`config.mk`:
```
export PLATFORM = sky130hd
export DESIGN_NAME = gba_keypad_ctrl_flat
export DESIGN_NICKNAME = d
export VERILOG_FILES = /design/src/rtl/gba_keypad_pkg.sv /design/src/rtl/gba_keypad_ctrl_if.sv /design/src/rtl/gba_keypad_ctrl_key_debounce.sv /design/src/rtl/gba_keypad_ctrl.sv /design/src/flat_wrapper.sv
export SDC_FILE = /design/constraint.sdc
export NUM_CORES = 1
export LEC_CHECK = 0
export CAP_MARGIN = 20
export CORE_MARGIN = 2
export CORE_UTILIZATION = 56
export DETAILED_ROUTE_END_ITERATION = 8
export MAX_ROUTING_LAYER = met4
export PLACE_DENSITY = 0.78
export SLEW_MARGIN = 5
export SYNTH_ARGS = -nofsm -noshare
export SYNTH_HDL_FRONTEND = slang
export SYNTH_SLANG_ARGS = --single-unit
```
`constraint.sdc`:
```
create_clock -name mclk -period 2.3 [get_ports mclk]
set_input_delay 0.69 -clock mclk [delete_from_list [all_inputs] [get_ports mclk]]
set_output_delay 0.69 -clock mclk [all_outputs]
set_load 0.02 [all_outputs]
```
`src/rtl/gba_keypad_pkg.sv`:
```
// Shared constants for the GBA keypad controller: KEYCNT bit positions,
// key indices in GBA order and the byte lanes of the {KEYCNT,KEYINPUT} word.
package gba_keypad_pkg;

  localparam int KEYCNT_IRQ_EN = 14;
  localparam int KEYCNT_AND    = 15;

  localparam int KEY_A      = 0;
  localparam int KEY_B      = 1;
  localparam int KEY_SELECT = 2;
  localparam int KEY_START  = 3;
  localparam int KEY_RIGHT  = 4;
  localparam int KEY_LEFT   = 5;
  localparam int KEY_UP     = 6;
  localparam int KEY_DOWN   = 7;
  localparam int KEY_R      = 8;
  localparam int KEY_L      = 9;

  // Count of standard GBA keys in KEYINPUT (A through L).
  localparam int KEYINPUT_STD_KEYS = 10;

  localparam int KEYINPUT_LANE_LO = 0;
  localparam int KEYINPUT_LANE_HI = 1;
  localparam int KEYCNT_LANE_LO   = 2;
  localparam int KEYCNT_LANE_HI   = 3;

  // Merge the upper half-word lanes of a bus write into the current KEYCNT.
  function automatic logic [15:0] keycnt_merge(input logic [15:0] cur,
                                               input logic [15:0] wdata,
                                               input logic [1:0]  lane_en);
    logic [15:0] res;
    res = cur;
    if (lane_en[0]) res[7:0]  = wdata[7:0];
    if (lane_en[1]) res[15:8] = wdata[15:8];
    return res;
  endfunction

endpackage

```
`src/rtl/gba_keypad_ctrl_if.sv`:
```
// Single-cycle gb_bus access port shared by the MMIO peripherals.
interface gba_keypad_ctrl_if;
  logic        ena;
  logic        rnw;
  logic [27:0] adr;
  logic [3:0]  be;
  logic [31:0] din;
  logic [31:0] dout;
  logic        dout_en;

  modport master (output ena, rnw, adr, be, din, input dout, dout_en);
  modport slave  (input ena, rnw, adr, be, din, output dout, dout_en);
endinterface

```
`src/rtl/gba_keypad_ctrl_key_debounce.sv`:
```
// One key: synchroniser chain followed by a persistence counter that only
// accepts a new level after it has been seen for DEBOUNCE_CNT cycles.
module key_debounce #(
  parameter int SYNC_STAGES  = 2,
  parameter int DEBOUNCE_W   = 16,
  parameter int DEBOUNCE_CNT = 2000
) (
  input  logic mclk,
  input  logic rst_n,
  input  logic key_raw,
  output logic stable
);

  if (SYNC_STAGES < 2) begin : g_bad_sync
    $error("key_debounce: SYNC_STAGES must be at least 2");
  end
  if (longint'(DEBOUNCE_CNT) > (64'd1 << DEBOUNCE_W)) begin : g_bad_cnt
    $error("key_debounce: DEBOUNCE_CNT does not fit in DEBOUNCE_W bits");
  end

  logic [SYNC_STAGES-1:0] sync_chain;
  logic                   s;

  always_ff @(posedge mclk or negedge rst_n) begin
    if (!rst_n) sync_chain <= '0;
    else        sync_chain <= {sync_chain[SYNC_STAGES-2:0], key_raw};
  end

  assign s = sync_chain[SYNC_STAGES-1];

  if (DEBOUNCE_CNT <= 1) begin : g_bypass
    always_ff @(posedge mclk or negedge rst_n) begin
      if (!rst_n) stable <= 1'b0;
      else        stable <= s;
    end
  end else begin : g_count
    localparam logic [DEBOUNCE_W-1:0] CNT_LAST = DEBOUNCE_W'(DEBOUNCE_CNT - 1);
    logic [DEBOUNCE_W-1:0] cnt;

    // Any return to the accepted level restarts the persistence window.
    always_ff @(posedge mclk or negedge rst_n) begin
      if (!rst_n) begin
        cnt    <= '0;
        stable <= 1'b0;
      end else if (s == stable) begin
        cnt <= '0;
      end else if (cnt == CNT_LAST) begin
        cnt    <= '0;
        stable <= s;
      end else begin
        cnt <= cnt + 1'b1;
      end
    end
  end

endmodule

```
`src/rtl/gba_keypad_ctrl.sv`:
```
// GBA keypad controller: debounced keys exposed as {KEYCNT,KEYINPUT} at
// BASE_ADR, with a one-cycle irq on the rising edge of the KEYCNT match.
module gba_keypad_ctrl
  import gba_keypad_pkg::*;
#(
  parameter int          NUM_KEYS     = 10,
  parameter int          SYNC_STAGES  = 2,
  parameter int          DEBOUNCE_W   = 16,
  parameter int          DEBOUNCE_CNT = 2000,
  parameter logic [27:0] BASE_ADR     = 28'h130
) (
  input  logic                mclk,
  input  logic                rst_n,
  input  logic [NUM_KEYS-1:0] key_raw,
  gba_keypad_ctrl_if.slave    gb_bus,
  output logic                irq,
  output logic                wake,
  output logic [NUM_KEYS-1:0] keys_pressed
);

  if (NUM_KEYS < 1 || NUM_KEYS > 16) begin : g_bad_keys
    $error("gba_keypad_ctrl: NUM_KEYS must be in 1..16");
  end

  localparam logic [16:0] KEY_BITS     = (17'd1 << NUM_KEYS) - 17'd1;
  localparam logic [15:0] KEYCNT_WMASK = KEY_BITS[15:0]
                                       | (16'd1 << KEYCNT_IRQ_EN)
                                       | (16'd1 << KEYCNT_AND);

  genvar gi;

  for (gi = 0; gi < NUM_KEYS; gi++) begin : g_key
    key_debounce #(
      .SYNC_STAGES  (SYNC_STAGES),
      .DEBOUNCE_W   (DEBOUNCE_W),
      .DEBOUNCE_CNT (DEBOUNCE_CNT)
    ) u_debounce (
      .mclk    (mclk),
      .rst_n   (rst_n),
      .key_raw (key_raw[gi]),
      .stable  (keys_pressed[gi])
    );
  end

  logic [15:0] keyinput;

  // KEYINPUT is active-low; missing standard keys look released.
  for (gi = 0; gi < 16; gi++) begin : g_keyinput
    if (gi < NUM_KEYS) begin : g_impl
      assign keyinput[gi] = ~keys_pressed[gi];
    end else if (gi < KEYINPUT_STD_KEYS) begin : g_std
      assign keyinput[gi] = 1'b1;
    end else begin : g_none
      assign keyinput[gi] = 1'b0;
    end
  end

  logic [15:0] keycnt;
  logic        addr_hit;
  logic        wr_hit;
  logic        rd_hit;
  logic [15:0] keycnt_new;

  assign addr_hit   = (gb_bus.adr == BASE_ADR);
  assign wr_hit     = gb_bus.ena & ~gb_bus.rnw & addr_hit;
  assign rd_hit     = gb_bus.ena &  gb_bus.rnw & addr_hit;
  assign keycnt_new = keycnt_merge(keycnt, gb_bus.din[31:16],
                                   {gb_bus.be[KEYCNT_LANE_HI], gb_bus.be[KEYCNT_LANE_LO]})
                      & KEYCNT_WMASK;

  logic unused_bus;
  assign unused_bus = ^{gb_bus.din[15:0], gb_bus.be[KEYINPUT_LANE_HI], gb_bus.be[KEYINPUT_LANE_LO]};

  always_ff @(posedge mclk or negedge rst_n) begin
    if (!rst_n)      keycnt <= '0;
    else if (wr_hit) keycnt <= keycnt_new;
  end

  always_ff @(posedge mclk or negedge rst_n) begin
    if (!rst_n) begin
      gb_bus.dout_en <= 1'b0;
      gb_bus.dout    <= '0;
    end else begin
      gb_bus.dout_en <= rd_hit;
      gb_bus.dout    <= rd_hit ? {keycnt, keyinput} : 32'd0;
    end
  end

  logic [NUM_KEYS-1:0] mask;
  logic [NUM_KEYS-1:0] hits;
  logic                cond;
  logic                cond_q;

  assign mask = keycnt[NUM_KEYS-1:0];
  assign hits = keys_pressed & mask;
  assign cond = keycnt[KEYCNT_IRQ_EN] &
                (keycnt[KEYCNT_AND] ? ((mask != '0) && (hits == mask)) : (|hits));

  always_ff @(posedge mclk or negedge rst_n) begin
    if (!rst_n) begin
      cond_q <= 1'b0;
      irq    <= 1'b0;
    end else begin
      cond_q <= cond;
      irq    <= cond & ~cond_q;
    end
  end

  assign wake = cond_q;

endmodule

```
`src/flat_wrapper.sv`:
```
// flat-port wrapper written by rule: the top's interface ports become plain ports
module gba_keypad_ctrl_flat import gba_keypad_pkg::*;
#(
  parameter int          NUM_KEYS     = 10,
  parameter int          SYNC_STAGES  = 2,
  parameter int          DEBOUNCE_W   = 16,
  parameter int          DEBOUNCE_CNT = 2000,
  parameter logic [27:0] BASE_ADR     = 28'h130
)
  (mclk, rst_n, key_raw, irq, wake, keys_pressed, gb_bus_ena, gb_bus_rnw, gb_bus_adr, gb_bus_be, gb_bus_din, gb_bus_dout, gb_bus_dout_en);
  gba_keypad_ctrl_if gb_bus_i ();
  input  logic mclk;
  input  logic rst_n;
  input  logic [NUM_KEYS-1:0] key_raw;
  output logic irq;
  output logic wake;
  output logic [NUM_KEYS-1:0] keys_pressed;
  input wire logic [$bits(gb_bus_i.ena)-1:0] gb_bus_ena;
  input wire logic [$bits(gb_bus_i.rnw)-1:0] gb_bus_rnw;
  input wire logic [$bits(gb_bus_i.adr)-1:0] gb_bus_adr;
  input wire logic [$bits(gb_bus_i.be)-1:0] gb_bus_be;
  input wire logic [$bits(gb_bus_i.din)-1:0] gb_bus_din;
  output wire logic [$bits(gb_bus_i.dout)-1:0] gb_bus_dout;
  output wire logic [$bits(gb_bus_i.dout_en)-1:0] gb_bus_dout_en;
  assign gb_bus_i.ena = gb_bus_ena;
  assign gb_bus_i.rnw = gb_bus_rnw;
  assign gb_bus_i.adr = gb_bus_adr;
  assign gb_bus_i.be = gb_bus_be;
  assign gb_bus_i.din = gb_bus_din;
  assign gb_bus_dout = gb_bus_i.dout;
  assign gb_bus_dout_en = gb_bus_i.dout_en;
  gba_keypad_ctrl #(.NUM_KEYS(NUM_KEYS), .SYNC_STAGES(SYNC_STAGES), .DEBOUNCE_W(DEBOUNCE_W), .DEBOUNCE_CNT(DEBOUNCE_CNT), .BASE_ADR(BASE_ADR)) u_core (.mclk(mclk), .rst_n(rst_n), .key_raw(key_raw), .gb_bus(gb_bus_i), .irq(irq), .wake(wake), .keys_pressed(keys_pressed));
endmodule
```
# ---- Yosys cells after proc, flatten, opt, wreduce, memory -nomap -nowiden
# Cells that the tools add are included.
dict set report totals {
  regBits 237
  out_inout_bits 45
}
dict set report classes {
  n_addsub 10
  n_eq_ne 22
  n_mux 22
  bitwise_logic 29
  reduce_logical 15
}
# op count
set ops {}
lappend ops {{$mux 16} 20}
lappend ops {{$add 16x1->16 const B} 10}
lappend ops {{$eq 16x11->1 const B} 10}
lappend ops {{$mux 32} 1}
lappend ops {{$eq 28x9->1 const B} 1}
lappend ops {{$reduce_and 2->1} 12}
lappend ops {{$not 1->1} 22}
lappend ops {{$and 10x10->10} 1}
lappend ops {{$eq 1x1->1} 10}
lappend ops {{$eq 10x10->1} 1}
lappend ops {{$reduce_bool 10->1} 1}
lappend ops {{$reduce_or 10->1} 1}
lappend ops {{$and 1x1->1} 6}
lappend ops {{$logic_and 1x1->1} 1}
lappend ops {{$mux 1} 1}

# ---- Logic depth before layout (Yosys ltp)
# Gate-level depths: netlist of the first run.
dict set report depth {
  word_depth 6
  mapped_depth 7
}

# ---- Cells and area by module
# Synthesis of the first run repeated with hierarchy kept, for this count alone.
dict set report hier_totals {
  hier_cells 971
  hier_area_um2 10391.2
}
# module instances cells_each area_each_um2 seq_area_each_um2
set modules_own_cells {}
lappend modules_own_cells {key_debounce 10 84 883.3 475.5}
lappend modules_own_cells {gba_keypad_ctrl 1 131 1557.7 925.9}

# ---- Worst setup path before layout of the first run
# Ideal clock, no wire load.
dict set report synth_timing {
  path_kind {input port to flip-flop}
  start {input gb_bus_adr[25]}
  end {register u_core.keycnt[0]}
  arrival_ns 1.896
  setup_slack_ns 0.279
  cell_stages 4
  path_buffers 0
  path_cell_list {nor4b_1 nand2_1 nor3_4 mux2_2}
}
dict set report synth_between {
  elab_chain_len 3
}
# element line_no
set synth_rtl {}
lappend synth_rtl {{start: declaration} flat_wrapper.sv:20} ;# input wire logic [$bits(gb_bus_i.adr)-1:0] gb_bus_adr;
lappend synth_rtl {{$eq 28x9->1} gba_keypad_ctrl.sv:64} ;# assign addr_hit = (gb_bus.adr == BASE_ADR);
lappend synth_rtl {{$and 1x1->1} gba_keypad_ctrl.sv:65} ;# assign wr_hit = gb_bus.ena & ~gb_bus.rnw & addr_hit;
lappend synth_rtl {{$reduce_and 2->1 (no line)} n/a}
lappend synth_rtl {{end signal: assignment} gba_keypad_ctrl.sv:76} ;# else if (wr_hit) keycnt <= keycnt_new;
lappend synth_rtl {{end: declaration} gba_keypad_ctrl.sv:58} ;# logic [15:0] keycnt;
# Every way passes these cells.
# A chain may end at the register's enable or synchronous reset.

# ---- Worst setup path after layout of the first run
dict set report layout_timing {
  start {register u_core.cond_q (netlist: u_core.wake)}
  end {output wake}
}
# element line_no
set layout_rtl {}
lappend layout_rtl {{start: declaration} gba_keypad_ctrl.sv:92} ;# logic cond_q;
lappend layout_rtl {{start signal: assignment} gba_keypad_ctrl.sv:104} ;# cond_q <= cond;
lappend layout_rtl {{end: declaration} flat_wrapper.sv:16} ;# output logic wake;
# No word-level cell between the ends.

==> flow_results.org, run 1 <==
** Worst setup path
- The worst setup path is launched from a register.
- The number of buffers and inverters on the critical path is 1.
- The worst register-to-register path ends at u_core.g_key[1].u_debounce.g_count.cnt[2].
- Depth of the worst register-to-register path :: 4
- For flop-to-flop paths, the worst setup slack is 0.32 ns.
- The startpoint identified for the worst register-to-register timing path is u_core.g_key[1].u_debounce.g_count.cnt[12].
- In this run the worst setup path begins at u_core.wake.
- Critical path endpoint category :: primary output
- In this run the number of cells on the critical path is 1.
- Worst Path Class, Setup :: register to primary output
- In this design, the stage delay of the slowest critical-path cell is 0.62 ns.
- Data arrives at the worst endpoint at 1.52 ns.
- In this design, the largest share of critical-path delay is due to buffers and inverters.
- Timing endpoint of the critical path :: wake
- Largest driver fanout on the critical path :: 2
- Required time worst endpoint :: 1.61 ns
- The slowest stage of the critical path is the sky130_fd_sc_hd__clkdlybuf4s50_1 cell.
- List of cells traversed by the critical path :: clkdlybuf4s50_1

** Global routing
- Global-route wire length before repair :: 36.5 mm
- Largest net degree at the start of global routing :: 58
- After global routing the overflow that remains totals 0.
- The initial antenna violation count came to 1.
- Via count of the first global-routing pass :: 7,564
- Total routing resource utilization after global routing :: 22.8%

** Logic synthesis
- Mapped Area :: 0.0106 mm²
- Share of the synthesized area in compound gates (AO/OA/AOI/OAI) :: 3.04%
- In the synthesized netlist, mux cells make up 2.33% of the area.
- For this run, the leading register cell type out of synthesis is sky130_fd_sc_hd__dfrtp_1.
- Synthesized netlist cell count :: 999
- Register bit total from synthesis :: 227
- Async set or reset register ratio after synthesis :: 100%
- Xor and xnor area share after synthesis :: 12.0%
- Largest family of logic cells by synthesized area :: simple AND/OR/NAND/NOR gates
- The synthesized netlist devotes 23.9% of its cell area to simple gates.
- After synthesis, the netlist uses 53 different library cells.
- The synthesized design contains 0 enable-type register cells.
- The Yosys step of the flow raised 0 warnings.
- For this run, the register share of the synthesized area comes to 53.4%.
- The synthesized netlist devotes 1.18% of its cell area to adder and majority cells.
- Average footprint of a synthesized cell :: 10.6 µm²

** Final layout
- In the final layout, the share of cells above drive strength 1 is 12.9%.
- The sequential cells in the finished layout cover a total of 0.00568 mm².
- Area occupied by multi-input gates :: 0.00455 mm²
- The final layout contains 1,210 nets.
- Leaving out fill and tap cells, the most frequent cell in the layout is sky130_fd_sc_hd__dfrtp_1.
- Relative to the synthesized area, the layout overhead comes to 19.7%.
- Final Non-Filler Cells :: 1,371
- Number of fill cells :: 1,387
- In the layout the commonest cells are sky130_fd_sc_hd__dfrtp_1 (226), sky130_fd_sc_hd__nor2_1 (177), sky130_fd_sc_hd__xnor2_1 (119).

** Timing
- Worst max-slew margin expressed relative to the limit :: 65.1%
- Hold timing on the final database bottoms out at a slack of 0.0883 ns.
- Setup violations remaining at the end of the flow were counted as 0.
- The final critical path takes up 96.0% of the cycle.
- For the pin with the worst max-slew slack, the measured transition is 0.519 ns.
- Shortest period the worst path allows :: 2.21 ns
- Setup WS post-layout :: 0.0930 ns
- Final hold violation count :: 0
- The number of pins with negative max-slew slack in the final report was 0.
- Fmax :: 453 MHz
- RSZ-0062 raised after global routing :: false
- Post-Route Skew :: 0.0150 ns

** Place
- During placement, the flow inserted port buffers numbering 90.
- After legalization and detailed placement, the total HPWL measured 14.7 mm.
- Dpl cells :: 1,330
- OpenSTA, run right after detailed placement, puts the worst setup slack at -0.324 ns.
- The congestion estimate from routability-driven global placement came to 0.832.

** Power and ir drop
- The clock network accounts for 47.1% of the total power.
- Net switching is 20.9% of the power.
- Summed over all cells, the static leakage comes to 5.30 nW.
- Pwr dens :: 667 mW/mm²
- Power comes to 8.48 mW.
- Internal power comes to 6.71 mW.
- The worst-case IR drop observed on VDD is 0.633 mV.
- The analysis attributes to net switching a power of 1.77 mW.
- Logic pwr share :: 4.4%
- Sequential share of power :: 48.4%

** Routing
- Iteration count of the initial detailed-routing pass :: 5
- Count of antenna-violating nets left after detailed routing :: 0
- For this block, the initial DRC count from the detailed router was 363.
- Total wire length after detailed routing :: 21.0 mm
- Detailed routing inserted a total of 7,527 vias.
- In the final routed layout, each cell accounts on average for 15.4 µm.
- Post-route DRC violation count :: 0
- Vias per cell :: 5.49

** Floorplan
- Area of the core region :: 0.0186 mm²
- Die span in y :: 142 µm
- 123 I/O pins were placed.
- The floorplan step set the die width to 142 µm.
- The floorplan step defined a die boundary enclosing 0.0201 mm².
- For this configuration, the core starts out at a cell density of 57.0%.
- After floorplanning, the core was divided into 50 placement rows.

** Clock network
- The number of clock buffers added by TritonCTS is 24.
- Clk slew on worst S/H paths :: 0.06 ns
- Hold repair after CTS inserted 0 buffers.
- In this run the number of H-tree levels came out at 1.
- Buffer levels on the longest clock path :: 3
- Post-CTS setup buffer count :: 0
- Clock latency on the worst-skew pair :: 0.51 ns
- Root buffer cell :: sky130_fd_sc_hd__clkbuf_16
- Gates resized during post-CTS repair numbered 3.
- Clock Sinks :: 227
- TritonCTS built the clock tree.

** Min path
- Hold Path Class :: primary input to async pin

** Run
- Max-capacitance violation count :: 0

** Outcome
- The run finished with clean final reports.
==> worst register-to-register path: stages, from the launching register on <==
cell                      delay, ns
sky130_fd_sc_hd__dfrtp_1       0.40
sky130_fd_sc_hd__or4_1         0.55
sky130_fd_sc_hd__or3_1         0.39
sky130_fd_sc_hd__o21ai_4       0.39
sky130_fd_sc_hd__nor2_1        0.11
==> cells by family after synthesis <==
family                     Yosys count
AOI/OAI and AO/OA                   29
xor gates and xnor gates           146
adders and majority gates           10
buffers and inverters               77
DFF                                227
muxes                               22
other                                1
and+or+nand+nor                    487
==> metrics by stage <==
| stage | setup TNS, ns | cell area (µm²) | utilization (%) |
|---|---|---|---|
| floorplan | 0 | 10700 | - |
| global placement | -7.73 | 11900 | 63.8 |
| detailed placement | -8.85 | 11900 | 63.8 |
| CTS | 0 | 12700 | 68.2 |
| global route | 0 | 12700 | 68.3 |
| finish | 0 | 12700 | 68.3 |
==> Yosys cell counts, types with 5 or more instances <==
master                    count  area, µm²
sky130_fd_sc_hd__dfrtp_1    227       5680
sky130_fd_sc_hd__nor2_1     177        664
sky130_fd_sc_hd__xnor2_1    119       1040
sky130_fd_sc_hd__nor4_1      59        369
sky130_fd_sc_hd__nand3_1     52        260
sky130_fd_sc_hd__inv_1       41        154
sky130_fd_sc_hd__nand2_1     39        146
sky130_fd_sc_hd__nor3_1      37        185
sky130_fd_sc_hd__nand4_1     36        225
sky130_fd_sc_hd__xor2_1      27        236
sky130_fd_sc_hd__buf_4       23        173
sky130_fd_sc_hd__mux2_2      22        248
sky130_fd_sc_hd__nor2_2      20        125
sky130_fd_sc_hd__or4_1       12       90.1
sky130_fd_sc_hd__or3_1       11       68.8
sky130_fd_sc_hd__ha_1        10        125
sky130_fd_sc_hd__buf_6        7       78.8
sky130_fd_sc_hd__a21oi_1      6       30.0
sky130_fd_sc_hd__or2_2        6       37.5
sky130_fd_sc_hd__and2_1       5       31.3
==> worst min-delay path by stage <==
stage | startpoint | cells after the start | end | slack, ns
5_1_grt | rst_n | 1 | u_core.g_key[5].u_debounce.g_count.cnt[9] | 0.11
6_report | rst_n | 1 | u_core.g_key[5].u_debounce.g_count.cnt[6] | 0.09
2_1_floorplan | u_core.g_key[0].u_debounce.sync_chain[0] | 0 | u_core.g_key[0].u_debounce.sync_chain[1] | 0.33
4_1_cts | rst_n | 1 | u_core.g_key[5].u_debounce.g_count.cnt[10] | 0.10
3_3_place_gp | u_core.g_key[6].u_debounce.sync_chain[0] | 0 | u_core.g_key[6].u_debounce.sync_chain[1] | 0.33
3_5_place_dp | u_core.g_key[9].u_debounce.sync_chain[0] | 0 | u_core.g_key[9].u_debounce.sync_chain[1] | 0.34
==> power groups by stage <==
| stage | Combinational (mW) | Sequential [mW] | Clock (mW) |
|---|---|---|---|
| 3_5_place_dp | 0.383 | 4.18 | 0 |
| 2_1_floorplan | 0.173 | 4.17 | 0 |
| 3_3_place_gp | 0.372 | 4.18 | 0 |
| 5_1_grt | 0.426 | 4.12 | 4.25 |
| 4_1_cts | 0.385 | 4.11 | 4.08 |
| 6_report | 0.375 | 4.11 | 4.00 |
==> flip-flops by register name, indices dropped and copies added, names as in the netlist <==
signal / cells
u_core.wake: 1
u_core.g_key.u_debounce.stable: 10
u_core.gb_bus.dout: 22
u_core.keycnt: 12
u_core.g_key.u_debounce.sync_chain: 20
u_core.irq: 1
u_core.g_key.u_debounce.g_count.cnt: 160
u_core.gb_bus.dout_en: 1
==> area by class of cell <==
type                            instances  area share [%]
Multi-Input combinational cell        704            35.8
Antenna cell                            1          0.0197
Timing Repair Buffer                  123            9.54
Inverter                               42            1.24
Tap cell                              234            2.30
Sequential cell                       227            44.7
Clock inverter                          6           0.826
Clock buffer                           34            5.65
==> layer usage <==
metal  global-route usage [%]  wire length [µm]  vias to the layer above
met1                     29.6              9320                     3658
met3                     3.91               985                       39
met4                     5.68               458                        0
met2                     37.8             10300                      164
li1                         -                 -                     3666
met5                        -                 0                        -
Note: power is estimated with default switching activity, not from simulation.
==> run 2: changes to the inputs <==
--- a/config.mk
+++ b/config.mk
@@ -8,6 +8,7 @@
 export CAP_MARGIN = 20
 export CORE_MARGIN = 2
 export CORE_UTILIZATION = 56
+export CTS_CLUSTER_SIZE = 8
 export DETAILED_ROUTE_END_ITERATION = 8
 export MAX_ROUTING_LAYER = met4
 export PLACE_DENSITY = 0.78
==> flow_results.org, run 2 (synthesis results as in run 1) <==
** Worst setup path
- The maximum single-stage delay on the critical path came to 0.64 ns (was 0.62 ns).
- Worst Path Class, Setup :: register to primary output (unchanged)
- The endpoint required time on the critical path came to 1.61 ns (about the same).
- The type of destination of the critical path is a primary output (unchanged).
- Combined buffer and inverter count along the critical path :: 1 (unchanged)
- Startpoint type of the worst setup path :: register (unchanged)
- Arrival time at the worst endpoint :: 1.49 ns (was 1.52 ns)
- List of cells traversed by the critical path :: clkdlybuf4s50_1 (unchanged)
- The critical path's slowest cell was sky130_fd_sc_hd__clkdlybuf4s50_1 (unchanged).
- CP delay by family, top :: buffers and inverters (unchanged)
- The highest net fanout along the worst path came to 2 (unchanged).

** Global routing
- Global-route wire length before repair :: 37.5 mm (was 36.5 mm)
- Initial antenna violation count :: 1 (unchanged)
- The remaining global-route overflow was 0 (unchanged).
- Total routing resource utilization after global routing :: 23.8% (was 22.8%)
- The pin count of the biggest net entering global routing was 58 (unchanged).
- Via count of the first global-routing pass :: 7,801 (was 7,564)

** Power and ir drop
- Pwr dens :: 693 mW/mm² (was 667 mW/mm²)
- Static power due to leakage :: 5.35 nW (was 5.30 nW)
- Power, Total :: 8.90 mW (was 8.48 mW)
- Peak supply drop :: 0.430 mV (was 0.633 mV)

** Timing
- Worst slack on hold paths :: 0.114 ns (was 0.0883 ns)
- The worst setup skew after layout was 0.0134 ns (was 0.0150 ns).
- The post-route clock period utilization was 94.9% (was 96.0%).
- The final count of hold timing violations came to 0 (unchanged).
- The clock period minus worst slack was 2.18 ns (was 2.21 ns).
- The transition time at the pin with the least slew margin came to 0.517 ns (was 0.519 ns).
- RSZ-0062 raised after global routing: false (unchanged).
- The number of pins with negative max-slew slack in the final report was 0 (unchanged).
- Worst max-slew margin expressed relative to the limit :: 65.2% (was 65.1%)
- The count of endpoints failing setup in the final report was 0 (unchanged).
- The setup slack of the critical path after layout came to 0.118 ns (was 0.0930 ns).
- The post-route setup TNS came to 0 ns (unchanged).
- Fmax :: 458 MHz (was 453 MHz)

** Run
- Max-capacitance violation count :: 0 (unchanged)

** Final layout
- The area growth from synthesis to layout is 20.7% (was 19.7%).
- The number of nets in the layout came to 1,220 (was 1,210).
- Max FFs per register :: 160 (unchanged)
- Most frequent cells in the layout: sky130_fd_sc_hd__dfrtp_1 (226), sky130_fd_sc_hd__nor2_1 (177), sky130_fd_sc_hd__xnor2_1 (119) (unchanged).
- The fraction of final layout cells with drive strength greater than 1 was 13.0% (was 12.9%).
- The register with the most flip-flops is u_core.g_key.u_debounce.g_count.cnt (unchanged).
- Commonest non-fill, non-tap cell in the layout :: sky130_fd_sc_hd__dfrtp_1 (unchanged)
- Largest registers :: u_core.g_key.u_debounce.g_count.cnt x160, u_core.gb_bus.dout x22, u_core.g_key.u_debounce.sync_chain x20 (unchanged)
- The non-filler instance count after layout is 1,369 (was 1,371).

** Routing
- The via count was 7,554 (was 7,527).
- Vias per cell :: 5.52 (was 5.49)
- Routed wirelength normalized by instance count :: 15.9 µm (was 15.4 µm)
- Count of antenna-violating nets left after detailed routing :: 0 (unchanged)
- The remaining design rule violation count is 0 (unchanged).
- The number of DRC markers in iteration 0 is 465 (was 363).
- The total wire length was 21.8 mm (was 21.0 mm).
- Iteration count of the initial detailed-routing pass :: 5 (unchanged)

** Floorplan
- The number of I/O pins was 123 (unchanged).
- The width of the die was 142 µm (unchanged).
- The area inside the core boundary came to 0.0186 mm² (unchanged).
- The height of the die was 142 µm (unchanged).
- The die outline area came to 0.0201 mm² (unchanged).
- The starting density of the core is 57.0% (unchanged).
- The number of standard-cell rows in the floorplan is 50 (unchanged).

** Place
- Final HPWL from detailed placement :: 14.7 mm (unchanged)
- The cell total after placement was 1,330 (unchanged).
- Total of buffers placed on input and output ports :: 90 (unchanged)
- The final weighted congestion in routability-driven placement is 0.832 (unchanged).
- The post-placement worst setup slack is -0.324 ns (unchanged).

** Clock network
- Root buffer cell :: sky130_fd_sc_hd__clkbuf_16 (unchanged)
- Clock Sinks :: 227 (unchanged)
- The CTS H-tree depth came to 2 (was 1).
- Clock latency on the worst-skew pair :: 0.49 ns (was 0.51 ns)
- The CTS tree is yes (unchanged).
- The clock buffer count from CTS came to 34 (was 24).
- The clock transition time at the flip-flop clock pins of the worst setup and hold paths came to 0.05 ns (was 0.06 ns).
- The clock tree buffer depth came to 3 (unchanged).

** Outcome
- Result of the run: finished clean (unchanged).

** Min path
- Hold Path Class :: primary input to async pin (unchanged)
## run 2: cell types whose count changed in the layout (fill, tap and decap cells not counted)
cell,delta
sky130_fd_sc_hd__clkbuf_8,-6
sky130_fd_sc_hd__clkbuf_1,-3
sky130_fd_sc_hd__clkinvlp_4,+1
sky130_fd_sc_hd__bufinv_16,-3
sky130_fd_sc_hd__clkbuf_16,+12
sky130_fd_sc_hd__clkinv_2,-3
## run 2: worst paths after layout
path | startpoint | to | depth (start not counted) | slack, ns
worst max-delay path | u_core.g_key[4].u_debounce.stable | keys_pressed[4] | 1 | 0.12
worst min-delay path | rst_n | u_core.g_key[5].u_debounce.g_count.cnt[8] | 1 | 0.11
worst max register to register | u_core.g_key[1].u_debounce.g_count.cnt[13] | u_core.g_key[1].u_debounce.g_count.cnt[10] | 4 | 0.34
worst min register to register | u_core.g_key[7].u_debounce.sync_chain[0] | u_core.g_key[7].u_debounce.sync_chain[1] | 0 | 0.34
max in group asynchronous | rst_n | u_core.g_key[1].u_debounce.sync_chain[0] | 2 | 1.52
min in group mclk | u_core.g_key[7].u_debounce.sync_chain[0] | u_core.g_key[7].u_debounce.sync_chain[1] | 0 | 0.34
## run 2: worst register-to-register path, stage by stage, from the launching register on
cell and delay (ns):
sky130_fd_sc_hd__dfrtp_1 0.41, sky130_fd_sc_hd__or4_1 0.53, sky130_fd_sc_hd__or3_1 0.39, sky130_fd_sc_hd__o21ai_4 0.38
sky130_fd_sc_hd__nor2_1 0.11
## run 2: cell type report
cell class              instances  area (µm²)
diodes                          1        2.50
clock buffers                  37         926
clock inverters                 1        7.51
fillers                      1354        5810
inverters                      42         158
multi-input cells             704        4550
flip-flops and latches        227        5680
well taps                     234         293
repair buffers                123        1210
## run 2: layer usage
metal  part of all wire (%)  global-route usage (%)  up-vias
met5                      0                       -        -
met4                    2.5                    8.05        0
met3                    5.0                    4.66       42
met2                     50                    39.2      187
met1                     43                    29.7     3653
li1                       -                       -     3672
## run 2: repair_timing
| item | CTS | global route |
|---|---|---|
| gates resized for setup | 3 | 0 |
| buffers inserted | 0 | 0 |
| setup endpoints to repair | 2 | 0 |
| hold buffers | 0 | 0 |
## run 2: where the power goes
| group | internal (mW) | switching (mW) | leakage, nW | total, mW |
|---|---|---|---|---|
| registers | 4.06 | 0.0561 | 3.10 | 4.12 |
| logic | 0.167 | 0.209 | 1.79 | 0.376 |
| clock network | 2.80 | 1.61 | 0.456 | 4.40 |
## run 2: stage by stage
stage	instance area, µm²	util (%)
finish	12800	68.8
floorplan	10700	-
global placement	11900	63.8
CTS	12800	68.8
global route	12800	68.8
detailed placement	11900	63.8
